--- config.mk ---
export PLATFORM = sky130hd
export DESIGN_NAME = ls_chan_est_flat
export DESIGN_NICKNAME = d
export VERILOG_FILES = /design/src/rtl/ls_chan_est_if.sv /design/src/rtl/ls_chan_est.sv /design/src/flat_wrapper.sv
export SDC_FILE = /design/constraint.sdc
export NUM_CORES = 2
export LEC_CHECK = 0
export CORE_AREA = 2 2 315 317
export DETAILED_ROUTE_END_ITERATION = 6
export DIE_AREA = 0 0 317 319
export DONT_BUFFER_PORTS = 1
export GPL_TIMING_DRIVEN = 0
export PLACE_DENSITY_LB_ADDON = 0.25
export SETUP_SLACK_MARGIN = 0.15
export SLEW_MARGIN = 10
export SYNTH_ARGS = -nofsm -noshare
export SYNTH_HDL_FRONTEND = slang
export SYNTH_SLANG_ARGS = --single-unit
export TNS_END_PERCENT = 5
--- constraint.sdc ---
create_clock -name i_clk_est -period 15.45 [get_ports i_clk_est]
set_clock_uncertainty 0.15 [all_clocks]
set_input_delay 0 -clock i_clk_est [delete_from_list [all_inputs] [get_ports i_clk_est]]
set_output_delay 0 -clock i_clk_est [all_outputs]
set_load 0.01 [all_outputs]
--- src/rtl/ls_chan_est_if.sv ---
// Handshake and data bundle between a DMRS pilot source and the LS channel estimator.
// Per-subcarrier words are packed {re, im}, re in the upper half.
interface ls_chan_est_if #(
  parameter int DATA_WIDTH = 16
);
  logic                           i_start_est;
  logic                           i_smooth_en;
  logic [11:0][2*DATA_WIDTH-1:0]  i_pilot_rx;
  logic [11:0][1:0]               i_dmrs;
  logic [11:0][2*DATA_WIDTH-1:0]  o_h;
  logic [11:0]                    o_est_done12;
  logic                           o_est_done;
  logic                           o_busy;

  modport master (
    output i_start_est, i_smooth_en, i_pilot_rx, i_dmrs,
    input  o_h, o_est_done12, o_est_done, o_busy
  );

  modport slave (
    input  i_start_est, i_smooth_en, i_pilot_rx, i_dmrs,
    output o_h, o_est_done12, o_est_done, o_busy
  );
endinterface

--- src/rtl/ls_chan_est.sv ---
// Least-squares channel estimate over 12 DMRS subcarriers, one subcarrier per cycle,
// with an optional in-place 3-tap [1 2 1]/4 frequency smoothing pass.
module ls_chan_est #(
  parameter int DATA_WIDTH = 16,
  parameter int FRAC_WIDTH = 12,
  parameter int INV_SQRT2  = 2896
) (
  input logic          i_clk_est,
  input logic          i_rst_n,
  ls_chan_est_if.slave bus
);
  localparam int DW = DATA_WIDTH;
  localparam int MW = 2 * DATA_WIDTH;
  localparam int SW = DATA_WIDTH + 1;
  localparam int AW = DATA_WIDTH + 2;
  localparam int PW = SW + 32;

  localparam logic signed [PW-1:0] InvSqrt2 = PW'(INV_SQRT2);
  localparam logic signed [PW-1:0] MaxV     = PW'((2 ** (DW - 1)) - 1);
  localparam logic signed [PW-1:0] MinV     = -MaxV - PW'(1);

  typedef enum logic [1:0] {StIdle, StCalc, StSmooth, StDone} state_e;

  state_e                state_q, state_d;
  logic [3:0]            k_q;
  logic [11:0][MW-1:0]   pilot_q;
  logic [11:0][1:0]      dmrs_q;
  logic                  smooth_q;
  logic [11:0][MW-1:0]   h_q;
  logic [11:0]           done12_q;
  logic                  done_q;
  logic [MW-1:0]         prev_q;
  logic                  last_k;

  assign last_k = (k_q == 4'd11);

  function automatic logic [DW-1:0] sat(input logic signed [PW-1:0] x);
    if (x > MaxV) return DW'(MaxV);
    if (x < MinV) return DW'(MinV);
    return DW'(x);
  endfunction

  function automatic logic [DW-1:0] avg3(input logic signed [DW-1:0] l,
                                         input logic signed [DW-1:0] c,
                                         input logic signed [DW-1:0] r);
    logic signed [AW-1:0] sum;
    sum = AW'(l) + (AW'(c) <<< 1) + AW'(r);
    return DW'(sum >>> 2);
  endfunction

  // LS estimate: y * conj(x) with x = (a + jb)/sqrt2, a,b = +/-1
  logic signed [DW-1:0] yr, yi;
  logic signed [SW-1:0] yr_x, yi_x, s_re, s_im;
  logic signed [PW-1:0] p_re, p_im;
  logic [MW-1:0]        calc_h;

  always_comb begin
    yr     = pilot_q[k_q][MW-1:DW];
    yi     = pilot_q[k_q][DW-1:0];
    yr_x   = SW'(yr);
    yi_x   = SW'(yi);
    s_re   = (dmrs_q[k_q][1] ? -yr_x : yr_x) + (dmrs_q[k_q][0] ? -yi_x : yi_x);
    s_im   = (dmrs_q[k_q][1] ? -yi_x : yi_x) - (dmrs_q[k_q][0] ? -yr_x : yr_x);
    p_re   = PW'(s_re) * InvSqrt2;
    p_im   = PW'(s_im) * InvSqrt2;
    calc_h = {sat(p_re >>> FRAC_WIDTH), sat(p_im >>> FRAC_WIDTH)};
  end

  // prev_q keeps the unsmoothed left neighbour since h_q[k-1] is already overwritten
  logic [MW-1:0] left, cent, right, smooth_h;

  always_comb begin
    left     = (k_q == 4'd0) ? h_q[0] : prev_q;
    cent     = h_q[k_q];
    right    = last_k ? h_q[11] : h_q[k_q + 4'd1];
    smooth_h = {avg3(left[MW-1:DW], cent[MW-1:DW], right[MW-1:DW]),
                avg3(left[DW-1:0], cent[DW-1:0], right[DW-1:0])};
  end

  always_comb begin
    state_d = state_q;
    unique case (state_q)
      StIdle:   if (bus.i_start_est) state_d = StCalc;
      StCalc:   if (last_k) state_d = smooth_q ? StSmooth : StDone;
      StSmooth: if (last_k) state_d = StDone;
      StDone:   state_d = StIdle;
      default:  state_d = StIdle;
    endcase
  end

  always_ff @(posedge i_clk_est or negedge i_rst_n) begin
    if (!i_rst_n) state_q <= StIdle;
    else          state_q <= state_d;
  end

  always_ff @(posedge i_clk_est or negedge i_rst_n) begin
    if (!i_rst_n) begin
      k_q      <= '0;
      pilot_q  <= '0;
      dmrs_q   <= '0;
      smooth_q <= 1'b0;
      h_q      <= '0;
      done12_q <= '0;
      done_q   <= 1'b0;
      prev_q   <= '0;
    end else begin
      done_q <= 1'b0;
      unique case (state_q)
        StIdle: begin
          if (bus.i_start_est) begin
            pilot_q  <= bus.i_pilot_rx;
            dmrs_q   <= bus.i_dmrs;
            smooth_q <= bus.i_smooth_en;
            done12_q <= '0;
            k_q      <= '0;
          end
        end
        StCalc: begin
          h_q[k_q] <= calc_h;
          if (!smooth_q) done12_q[k_q] <= 1'b1;
          k_q <= last_k ? 4'd0 : k_q + 4'd1;
        end
        StSmooth: begin
          h_q[k_q]      <= smooth_h;
          prev_q        <= cent;
          done12_q[k_q] <= 1'b1;
          k_q <= last_k ? 4'd0 : k_q + 4'd1;
        end
        StDone:  done_q <= 1'b1;
        default: done_q <= 1'b0;
      endcase
    end
  end

  assign bus.o_h          = h_q;
  assign bus.o_est_done12 = done12_q;
  assign bus.o_est_done   = done_q;
  assign bus.o_busy       = (state_q != StIdle);
endmodule

--- src/flat_wrapper.sv ---
// flat-port wrapper written by rule: the top's interface ports become plain ports
module ls_chan_est_flat 
#(
  parameter int DATA_WIDTH = 16,
  parameter int FRAC_WIDTH = 12,
  parameter int INV_SQRT2  = 2896
)
  (i_clk_est, i_rst_n, bus_i_start_est, bus_i_smooth_en, bus_i_pilot_rx, bus_i_dmrs, bus_o_h, bus_o_est_done12, bus_o_est_done, bus_o_busy);
  ls_chan_est_if #(.DATA_WIDTH(DATA_WIDTH)) bus_i ();
  input logic i_clk_est;
  input logic i_rst_n;
  input wire logic [$bits(bus_i.i_start_est)-1:0] bus_i_start_est;
  input wire logic [$bits(bus_i.i_smooth_en)-1:0] bus_i_smooth_en;
  input wire logic [$bits(bus_i.i_pilot_rx)-1:0] bus_i_pilot_rx;
  input wire logic [$bits(bus_i.i_dmrs)-1:0] bus_i_dmrs;
  output wire logic [$bits(bus_i.o_h)-1:0] bus_o_h;
  output wire logic [$bits(bus_i.o_est_done12)-1:0] bus_o_est_done12;
  output wire logic [$bits(bus_i.o_est_done)-1:0] bus_o_est_done;
  output wire logic [$bits(bus_i.o_busy)-1:0] bus_o_busy;
  assign bus_i.i_start_est = bus_i_start_est;
  assign bus_i.i_smooth_en = bus_i_smooth_en;
  assign bus_i.i_pilot_rx = bus_i_pilot_rx;
  assign bus_i.i_dmrs = bus_i_dmrs;
  assign bus_o_h = bus_i.o_h;
  assign bus_o_est_done12 = bus_i.o_est_done12;
  assign bus_o_est_done = bus_i.o_est_done;
  assign bus_o_busy = bus_i.o_busy;
  ls_chan_est #(.DATA_WIDTH(DATA_WIDTH), .FRAC_WIDTH(FRAC_WIDTH), .INV_SQRT2(INV_SQRT2)) u_core (.i_clk_est(i_clk_est), .i_rst_n(i_rst_n), .bus(bus_i));
endmodule
== Word level (Yosys, flattened, before mapping) ==
Index checks and enable logic that the tools add are counted.
W data, S select, Z words.

* $add $sub $neg: 9
* Reductions and logical operators: 12
* Equal/unequal tests: 8
* Multiply operators: 2
* Muxes and demuxes: 47
* Bitwise logic cells: 1
* $lt $le $gt $ge: 7

{| class="wikitable"
|+ Operator list
! operator !! count
|-
| $bwmux W384 || 2
|-
| $pmux W384 S2 || 1
|-
| $bmux W32 S4 || 3
|-
| $mux W32 || 6
|-
| $demux W32 S4 || 1
|-
| $mux W16 || 8
|-
| $mux W17 || 4
|-
| $mul A17 B9 Y26 const B || 2
|-
| $add A16 B17 Y18 || 2
|-
| $add A18 B16 Y18 || 2
|-
| $gt A18 B16 Y1 const B || 2
|-
| $lt A18 B16 Y1 const B || 2
|-
| $pmux W12 S3 || 1
|-
| $neg A16 Y17 || 2
|-
| $mux W12 || 2
|-
| $add A17 B17 Y17 || 1
|-
| $sub A17 B17 Y17 || 1
|-
| $or A12 B12 Y12 || 1
|-
| $lt A4 B5 Y1 const B || 2
|-
| $mux W1 || 9
|-
| $bmux W2 S4 || 1
|-
| $mux W2 || 4
|-
| $mux W4 || 2
|-
| $pmux W2 S4 || 1
|-
| other kinds (17) || 24
|}

* Register bits after elaboration: 844
* Word-level logic and storage cells: 128

== Logic depth before layout (Yosys ltp) ==
* Depth in word-level cells: 13
* Depth in mapped cells: 48
* Gate-level depth less buffers: 41

== Worst setup path before layout ==
OpenSTA, ideal clock, no wires.

* Path kind: reg-to-reg
* Start: register u_core.k_q[0]
* End: register u_core.h_q (netlist bit u_core.bus.o_h[196])
* Setup time: 0.133 ns
* Arrival time: 9.998 ns
* Path slack: 5.168 ns
* Clock period less this slack: 10.282 ns
* Stages on the path, launching flop included: 44
* Data required time: 15.167 ns
* Cell sequence: dfrtp_1 -> buf_6 -> buf_6 -> buf_6 -> buf_2 -> buf_2 -> mux4_2 -> nand2_1 -> o21ai_0 -> or3_1 -> nor3_1 -> and2_1 -> nor2b_1 -> nor2_1 -> xor2_1 -> ha_1 -> clkbuf_1 -> and4_1 -> (+8 left out) -> inv_1 -> fa_1 -> fa_1 -> inv_1 -> fa_1 -> inv_1 -> ha_1 -> nand2_1 -> or3_1 -> a21oi_1 -> o21ai_1 -> nor3_1 -> a21o_1 -> clkbuf_1 -> a211oi_1 -> o22ai_1 -> clkbuf_1 -> o21ai_0

* Longest elaborated chain between the ends: 13

{| class="wikitable"
|+ RTL lines
! item !! RTL line !! RTL
|-
| from (decl) || ls_chan_est.sv:25 || <nowiki>logic [3:0] k_q;</nowiki>
|-
| from (signal assigned) || ls_chan_est.sv:121 || <nowiki>k_q <= last_k ? 4'd0 : k_q + 4'd1;</nowiki>
|-
| from (signal assigned) || ls_chan_est.sv:127 || <nowiki>k_q <= last_k ? 4'd0 : k_q + 4'd1;</nowiki>
|-
| $bmux W32 S4 || ls_chan_est.sv:58, ls_chan_est.sv:59 ||
|-
| $mux W32 (not written as such) || ls_chan_est.sv:59 || <nowiki>yi = pilot_q[k_q][DW-1:0];</nowiki>
|-
| $neg A16 Y17 || ls_chan_est.sv:63 || <nowiki>s_im = (dmrs_q[k_q][1] ? -yi_x : yi_x) - (dmrs_q[k_q][0] ? -yr_x : yr_x);</nowiki>
|-
| $mux W17 || ls_chan_est.sv:63 ||
|-
| $sub A17 B17 Y17 || ls_chan_est.sv:63 ||
|-
| $mul A17 B9 Y26 || ls_chan_est.sv:65 || <nowiki>p_im = PW'(s_im) * InvSqrt2;</nowiki>
|-
| $lt A18 B16 Y1 || ls_chan_est.sv:39 || <nowiki>if (x < MinV) return DW'(MinV);</nowiki>
|-
| $mux W1 (2 in series) || ls_chan_est.sv:39 ||
|-
| $mux W16 || ls_chan_est.sv:40 || <nowiki>return DW'(x);</nowiki>
|-
| $mux W16 || ls_chan_est.sv:39 ||
|-
| $bwmux W384 || ls_chan_est.sv:119 || <nowiki>h_q[k_q] <= calc_h;</nowiki>
|-
| $pmux W384 S2 (*) || ls_chan_est.sv:108 || <nowiki>unique case (state_q)</nowiki>
|-
| to (signal, indexed assignment) || ls_chan_est.sv:119 ||
|-
| to (signal, indexed assignment) || ls_chan_est.sv:124 || <nowiki>h_q[k_q] <= smooth_h;</nowiki>
|-
| to (decl) || ls_chan_est.sv:29 || <nowiki>logic [11:0][MW-1:0] h_q;</nowiki>
|}

Mark *: on every way between the ends. The rest lies on a longest branch, timed or not. The select of a mux whose other input is x is not followed.
A chain may end at the register's enable or synchronous reset.

== Worst setup path after layout ==
* Start: register u_core.k_q[1]
* End: register u_core.h_q (netlist bit u_core.bus.o_h[196])

Same word-level chain as after synthesis.

==> run summary <==
Largest net degree at the start of global routing: 845
TritonCTS clock tree: done
DR iter-0 viols: 6631
PortBufs: 0
Cts bufs inserted: 93
Post-Syn Instances: 4564
Area growth from synthesis to layout: 25.9%
Register area share after synthesis: 41.0%
CP peak stage delay: 1.13 ns
Clk_lat worst skew: 0.73 ns
MaxCap Viol Count: 1
Warnings from Yosys: 0
Final Slew Violations: 11
Ys flop type: dfrtp_1
Tot GR Track Use: 47.9%
Initial antenna violation count: 49
Core footprint: 0.0977 mm²
GRT Residual Overflow: 0
Syn Area/Cell: 11.3 µm²
Setup TNS: 0 ns
Post-synth top area cell: dfrtp_1
Failing checks: design-rule violations, max-capacitance violations, max-slew violations
CP Max Fanout: 15
Proportion of layout cells with a drive suffix above 1: 18.8%
DIE HEIGHT: 319 µm
Die area: 0.101 mm²
Async set-or-reset flop fraction in the synthesized netlist: 100%
Commonest cells post-synth: dfrtp_1 (844), nand2_1 (726), mux2_2 (471), o21ai_0 (317), inv_1 (302)
Worst-margin pin slew: 1.65 ns
Synth cell types: 76
Dpl hpwl: 158000 µm
Crit. End Element: flop
Fin crit share: 93.1%
Routability Congestion: 1.02
Post-CTS Setup Inserts: 0
Slew Limit Headroom: -10.2%
Cell repeated most along the worst path: nand2_1
CP max-delay cell: buf_1
WP data required: 15.85 ns
Via count: 47800
Syn nets: 5306
Post-synth EDFFs: 0
CTS Buffer Depth: 3
Clk pin slew, worst setup/hold paths: 0.06 ns
TritonRoute pass-1 iters: 7
RSZ-0062 raised after global routing: false
Hold crit path type: in -> async
Synthesis-stage register bit count: 844
Ranking of synthesized cells by area: dfrtp_1 (41%), mux4_2 (13%), mux2_2 (10%), nand2_1 (5.3%), ha_1 (5.0%)
DRC Markers: 175
Initial core utilization: 52.8%
Detailed-route wire length: 257000 µm
Final net count: 6231
Mapped Area: 0.0516 mm²
Root cell of the clock tree: clkbuf_16
Outcome: finished, violations left
Critical Path Start Type: flop
Final min period: 14.39 ns
Number of global-route vias before repair: 47600
Area share of the largest cell type after synthesis: 41.0%
Count leader, synth: dfrtp_1
Num ports: 810
H-tree depth: 3
Crit Path Class: reg -> reg
Via/cell ratio: 6.91
# fillers: 6927
Cell Rows: 115
Routed Antenna Nets: 0
Endpoints failing setup: 0
Routed WL per cell: 37.1 µm
First-pass GRT wire length: 345000 µm
Die Width: 317 µm
Worst EP arrival: 14.79 ns
Hold Fails Final Rpt: 0
Fmax achieved: 0.0695 GHz
Clock Sinks: 844
[routing by layer]
metal	global-route usage, %	vias up	share of wire [%]
met2	71.2	4799	42
met4	42.5	8	12
li1	-	18000	-
met5	0	-	0.035
met3	20.4	1819	15
met1	52.1	23200	30
[cell families after synthesis]
| logic type | count (synthesis) | share of synthesized area (%) |
|---|---|---|
| buffers and inverters | 613 | 4.74 |
| AOI/OAI and AO/OA | 762 | 8.93 |
| and+or+nand+nor | 1015 | 8.21 |
| xor gates and xnor gates | 152 | 2.61 |
| DFF | 844 | 41.0 |
| adders and majority gates | 330 | 9.80 |
| muxes | 848 | 24.8 |
[registers in the layout, summed over array words and instances (netlist names)]
register / count
u_core.bus.o_est_done: 1
u_core.bus.o_est_done12: 12
u_core.bus.o_h: 384
u_core.dmrs_q: 24
u_core.k_q: 4
u_core.pilot_q: 384
u_core.prev_q: 32
u_core.smooth_q: 1
u_core.state_q: 2
[critical path: cells and delay by family (launching register included)]
family,cells,cell delay [ns]
XOR/XNOR,2,0.70
AO/OA/AOI/OAI,10,2.78
multiplexers,1,0.60
AND/OR/NAND/NOR,12,2.94
flip-flops,1,0.52
adder cells (fa/ha/maj),6,2.37
buffers and inverters,11,4.12
[cell usage in the layout, fill, tap and decap left out, drive strengths merged, types with 69 or more instances in the layout]
cell type and instances:
dfrtp 844, dlygate4sd3 821, nand2 727, mux2 472, o21ai 441, clkbuf 373, inv 308, mux4 294
ha 207, fa 123, nor2 113, xnor2 91, buf 86, mux2i 82, a21oi 78, diode 69
[metrics by stage]
step                      area, µm²  hold WS (ns)  setup slack, ns  std cells  util [%]
after floorplan               51600        -0.446             5.17       4564         -
after CTS                     64600         -1.17             1.57       6842      66.1
after global placement        53200        -0.430             1.84       5851      54.4
final                         64900         0.314             1.06       6920      66.5
after global routing          64900         0.341            0.521       6898      66.4
after detailed placement      53200        -0.429             1.62       5853      54.5
[cell type report]
type,count,area (µm²),area share [%]
sequential,844,21100,32.5
multi-input combinational,3107,28000,43.2
antenna,69,173,0.266
clock inverter,30,338,0.520
timing repair buffer,830,8410,12.9
inverter,303,1140,1.75
clock buffer,140,2800,4.30
tap,1287,1610,2.48
buffer,310,1330,2.05
[repair_timing]
item | in CTS | in global routing
resized for setup | 0 | 0
endpoints found under the hold margin | 1263 | 499
setup endpoints to repair | 0 | 0
hold buffers | 819 | 4
[path summary, 6_finish.rpt]
check,start,endpoint,slack [ns],depth (start not counted)
max,u_core.k_q[1],u_core.bus.o_h[196],1.06,42
min,i_rst_n,u_core.bus.o_h[241],0.31,3
max reg2reg,u_core.k_q[1],u_core.bus.o_h[196],1.06,42
min reg2reg,u_core.prev_q[12],u_core.prev_q[12],0.36,1
max in group asynchronous,i_rst_n,u_core.pilot_q[243],11.74,6
min in group i_clk_est,u_core.prev_q[12],u_core.prev_q[12],0.36,1
Power is left out: the tool's default activity adds up to more than one toggle a clock period on the data nets, which glitch-free logic cannot reach.
